### config.mk
export PLATFORM = sky130hd
export DESIGN_NAME = alu_datapath
export DESIGN_NICKNAME = d
export VERILOG_FILES = /design/src/rtl/alu_datapath.sv
export SDC_FILE = /design/constraint.sdc
export NUM_CORES = 1
export LEC_CHECK = 0
export CORE_MARGIN = 1.5
export CORE_UTILIZATION = 57
export CTS_CLUSTER_SIZE = 14
export DETAILED_ROUTE_END_ITERATION = 6
export PLACE_DENSITY = 0.84
export SLEW_MARGIN = 10
export SYNTH_ARGS = -nofsm -noshare
export SYNTH_HDL_FRONTEND = slang
export SYNTH_SLANG_ARGS = --single-unit
### constraint.sdc
create_clock -name CLK -period 12.2 [get_ports CLK]
set_clock_uncertainty 0.15 [all_clocks]
set_input_delay 3.05 -clock CLK [delete_from_list [all_inputs] [get_ports CLK]]
set_output_delay 3.05 -clock CLK [all_outputs]
set_load 0.005 [all_outputs]
### src/rtl/alu_datapath.sv
// ALU datapath: 32-bit combinational ALU, write-back register/data select
// muxes, and a one-cycle registered write-back stage.
module alu_datapath (
  input  logic        CLK,
  input  logic        RESET,
  input  logic [31:0] alu_inputA,
  input  logic [31:0] alu_inputB,
  input  logic [3:0]  alu_control,
  input  logic [3:0]  dest_rd,
  input  logic [3:0]  dest_rt,
  input  logic [31:0] imm_ext,
  input  logic        C_ART_reg,
  input  logic        C_ART_data,
  input  logic        regWrite_in,
  output logic [31:0] alu_output,
  output logic        alu_cout,
  output logic        alu_zero,
  output logic [3:0]  writeReg,
  output logic [31:0] writeData,
  output logic        regWrite
);

  typedef enum logic [3:0] {
    OP_ADD  = 4'b0000,
    OP_SUB  = 4'b0001,
    OP_AND  = 4'b0010,
    OP_OR   = 4'b0011,
    OP_XOR  = 4'b0100,
    OP_NOR  = 4'b0101,
    OP_SLL  = 4'b0110,
    OP_SRL  = 4'b0111,
    OP_SRA  = 4'b1000,
    OP_SLT  = 4'b1001,
    OP_SLTU = 4'b1010,
    OP_PASS = 4'b1011
  } alu_op_t;

  logic [32:0] sum_ext;
  logic [4:0]  shamt;
  logic [3:0]  write_reg_next;
  logic [31:0] write_data_next;

  assign shamt = alu_inputB[4:0];

  // ALU: result and carry; subtract is A + ~B + 1 so carry means A >= B unsigned
  always_comb begin
    alu_output = '0;
    alu_cout   = 1'b0;
    sum_ext    = '0;
    case (alu_control)
      OP_ADD: begin
        sum_ext    = {1'b0, alu_inputA} + {1'b0, alu_inputB};
        alu_output = sum_ext[31:0];
        alu_cout   = sum_ext[32];
      end
      OP_SUB: begin
        sum_ext    = {1'b0, alu_inputA} + {1'b0, ~alu_inputB} + 33'd1;
        alu_output = sum_ext[31:0];
        alu_cout   = sum_ext[32];
      end
      OP_AND:  alu_output = alu_inputA & alu_inputB;
      OP_OR:   alu_output = alu_inputA | alu_inputB;
      OP_XOR:  alu_output = alu_inputA ^ alu_inputB;
      OP_NOR:  alu_output = ~(alu_inputA | alu_inputB);
      OP_SLL:  alu_output = alu_inputA << shamt;
      OP_SRL:  alu_output = alu_inputA >> shamt;
      OP_SRA:  alu_output = 32'($signed(alu_inputA) >>> shamt);
      OP_SLT:  alu_output = {31'b0, $signed(alu_inputA) < $signed(alu_inputB)};
      OP_SLTU: alu_output = {31'b0, alu_inputA < alu_inputB};
      OP_PASS: alu_output = alu_inputB;
      default: alu_output = '0;
    endcase
  end

  assign alu_zero = (alu_output == '0);

  // Write-back source muxes: AR-type vs T-type destination and data
  always_comb begin
    write_reg_next  = C_ART_reg  ? dest_rt : dest_rd;
    write_data_next = C_ART_data ? imm_ext : alu_output;
  end

  // Write-back stage loads every cycle; reset clears it immediately
  always_ff @(posedge CLK or negedge RESET) begin
    if (!RESET) begin
      writeReg  <= '0;
      writeData <= '0;
      regWrite  <= 1'b0;
    end else begin
      writeReg  <= write_reg_next;
      writeData <= write_data_next;
      regWrite  <= regWrite_in;
    end
  end

endmodule

==> results.ini, run 1 <==
[layout]
final_core_util_pct = 70.0
seq_area_sq_um = 926
fillers = 1747
layout.nets = 1902
synthToLayoutAreaGrowth_pct = 20.3
multiInputGateArea_sq_um = 9950
n_antenna_cell = 0
layout-drive-gt1-share_pct = 14.6

[pwr]
ir_drop_mv = 0.0626
p_per_area_nw_per_um2 = 66.0
swShare_pct = 45.5
power_leakage_nw = 5.75
p_seq_share_pct = 15.2
combPwrFrac_pct = 69.2
p_sw_uw = 427
total_power_uw = 937
intPower_uw = 510
p_clk_share_pct = 15.6

[placement]
gp_congestion = 1.13
hpwl_mm = 42.2
numPortBuffers = 183

[routing]
wire_per_inst_um = 27.9
detail_route.first_pass.iterations = 7
vias = 14700
wl_mm = 54.6
postRouteAntennaNets = 0
vias_per_cell = 7.49
drtIter0Drc = 2561
drc = 0

[logic_synthesis]
syn_area_per_cell_sq_um = 7.59
ys_seq_elements = 37
synth_area_leader_cell = mux4_2
yosys-top-cells-area = mux4_2, ha_1, dfrtp_1, mux2_2, nand2_1
yosysSeqAreaShare_pct = 7.84
syn_area_sq_um = 11800
syn_nets = 1771
synth_edf_count = 0
yosys_warnings = 0
synth-xor-area-share_pct = 0.519
yosysTopAreaCellShare_pct = 13.0
synthMuxAreaShare_pct = 21.7
synth-async-reset-ratio_pct = 100
synth_top_family_by_area = compound AO/OA/AOI/OAI gates
synth.distinct_cells = 97
yosys.area_share.simple_pct = 20.0
yosys.area_share.adder_pct = 10.9
synth-compound-area-share_pct = 30.7
syn_inst = 1556
ys.flop_type = dfrtp_1

[floorplan]
rows = 52
pin_count = 184
die_height_um = 147
start_util_pct = 58.1
fp.dieW_um = 147
die_area_sq_um = 21600
coreArea_sq_um = 20300

[timing]
worst_pin_slew_ps = 958
finalSetupViolations = 0
finalHoldViolations = 0
final_max_slew_viol_count = 0
finalCriticalPeriod_ps = 11810
fin_setup_tns_ps = 0
maxClockFrequency_mhz = 84.7
finalCritPeriodShare_pct = 96.8
grt_setup_unrepaired = no
worst_slew_margin_rel_pct = 35.3

[setup_path]
crit_path_start_kind = input port
worstPathRequired_ps = 9000
arrival_ps = 8610
worst-path-max-fanout = 7
path_class = input port to primary output
crit_path_end_kind = primary output

[clock_network]
cts_sinks = 37
htreeDepth = 2
clockBufferDepth = 2
cts_setup_buffers = 0
cts_tree = done
clk_pin_slew_ps = 50
cts_made_buffers = 5
holdBufCountCts = 0
cts_resized = 0
clock-root-buffer = clkbuf_16

[global_routing]
grt_pass1_wl_mm = 82.2
grt_start_max_net_pins = 83
grt_overflow_total = 0
antenna_found_initial = 2
grt_pass1_vias = 13400
grt_usage_pct = 49.4

[status]
outcome = complete, no violations

[job]
maxCapViolCount = 0

[min_path]
hp-class = input port to asynchronous set/reset pin

-- registers in the layout, summed over array words and instances (netlist names) --
| signal | cells |
|---|---|
| writeReg | 4 |
| writeData | 32 |
| regWrite | 1 |
-- per-layer routing --
metal / track usage, % / wire, um / up-vias
met5: 0 / 11 / -
met4: 24.7 / 3540 / 2
met1: 65.0 / 19500 / 6788
met2: 74.7 / 23000 / 1370
li1: - / - / 6199
met3: 13.6 / 8600 / 299
-- cell families after synthesis --
kind of cell             Yosys count
AO/OA/AOI/OAI                    514
XOR/XNOR                           7
adder cells (fa/ha/maj)          102
buffers and inverters            243
flip-flops                        37
multiplexers                     164
AND/OR/NAND/NOR                  489
-- layout by cell type, fill, tap and decap left out, types with 10 or more instances in the layout --
cell type	netlist	routed
clkdlybuf4s50_1	0	178
nand2_1	158	158
nor2_1	121	121
a21oi_1	109	109
inv_1	101	101
ha_1	100	100
o21ai_0	80	80
buf_4	3	79
mux4_2	68	68
mux2_2	57	57
nor3_1	44	44
nand3_1	42	42
mux2i_1	39	39
dfrtp_1	37	37
a22oi_1	30	30
a211oi_1	27	27
o211ai_1	27	27
o31ai_1	21	21
nand2b_1	20	20
nor2b_1	19	19
a31oi_1	19	19
o221ai_1	15	15
o22ai_1	15	15
a21o_1	14	14
a221oi_1	12	12
or3_1	11	11
nand4_1	11	11
a2111oi_0	11	11
o21bai_1	10	10
o2111ai_1	10	10
-- critical path: stages --
cell	delay [ps]
clkdlybuf4s50_1	620
inv_1	130
ha_1	240
fa_1	420
o21ba_1	240
a2111o_1	540
a211oi_4	380
a31oi_4	160
o211ai_2	320
a21boi_1	190
o22ai_1	290
o31ai_1	180
or4_1	540
or4b_1	520
nor4b_2	240
clkdlybuf4s50_1	540
-- power by group through the flow --
stage / logic [mW] / registers (mW) / clock network, mW
floorplan: 0.356 / 0.146 / 0
global placement: 0.610 / 0.143 / 0
detailed placement: 0.618 / 0.145 / 0
CTS: 0.621 / 0.143 / 0.148
global route: 0.679 / 0.144 / 0.152
finish: 0.649 / 0.142 / 0.146
-- worst paths after layout --
kind                          startpoint           end  cells past startpoint
max in group asynchronous          RESET      regWrite                      1
setup / recovery           alu_inputA[0]      alu_zero                     16
hold / removal                     RESET  writeData[7]                      1
min in group CLK             regWrite_in      regWrite                      1
-- synth_stat cells, drive strengths merged, types with 7 or more instances --
cell type	instances
nor4	11
nand3	42
buf	48
a221oi	12
clkbuf	90
and3	7
o22ai	15
o211ai	28
ha	100
a22oi	30
dfrtp	37
o21ai	84
nand4	11
nand2b	20
o31ai	22
mux2	57
or3	11
a211o	9
a31oi	20
nor3	44
nor2	121
a2111oi	13
a311oi	8
a21o	14
mux2i	39
nand2	158
nor2b	20
o2111ai	10
or2	7
mux4	68
inv	102
o311ai	7
a211oi	29
o221ai	15
o21a	9
o21bai	10
a21oi	109
a32oi	7
a221o	9
-- layout make-up --
type / count / area share, %
multi-input cells: 1276 / 70.0
well taps: 270 / 2.38
repair buffers: 262 / 17.1
flip-flops and latches: 37 / 6.52
clock buffers: 6 / 0.907
inverters: 105 / 2.77
clock inverters: 2 / 0.273
-- per-stage QoR --
step | instance area [sq um] | cells | worst slack, ps | hold slack (ps)
6_report | 14200 | 1958 | 387 | 2700
3_5_place_dp | 14000 | 1950 | 521 | 3020
2_1_floorplan | 11800 | 1556 | 1360 | 2600
4_1_cts | 14200 | 1958 | 479 | 2720
3_3_place_gp | 14000 | 1950 | 565 | 3010
5_1_grt | 14200 | 1958 | 271 | 2780
Note: power is estimated with default switching activity, not from simulation.
==> inputs of run 2 (changes only) <==
Settings changed: CTS_CLUSTER_SIZE 14 to 30.
==> results of run 2 <==
The final DEF is identical to that of run 1; final timing and power are the same.
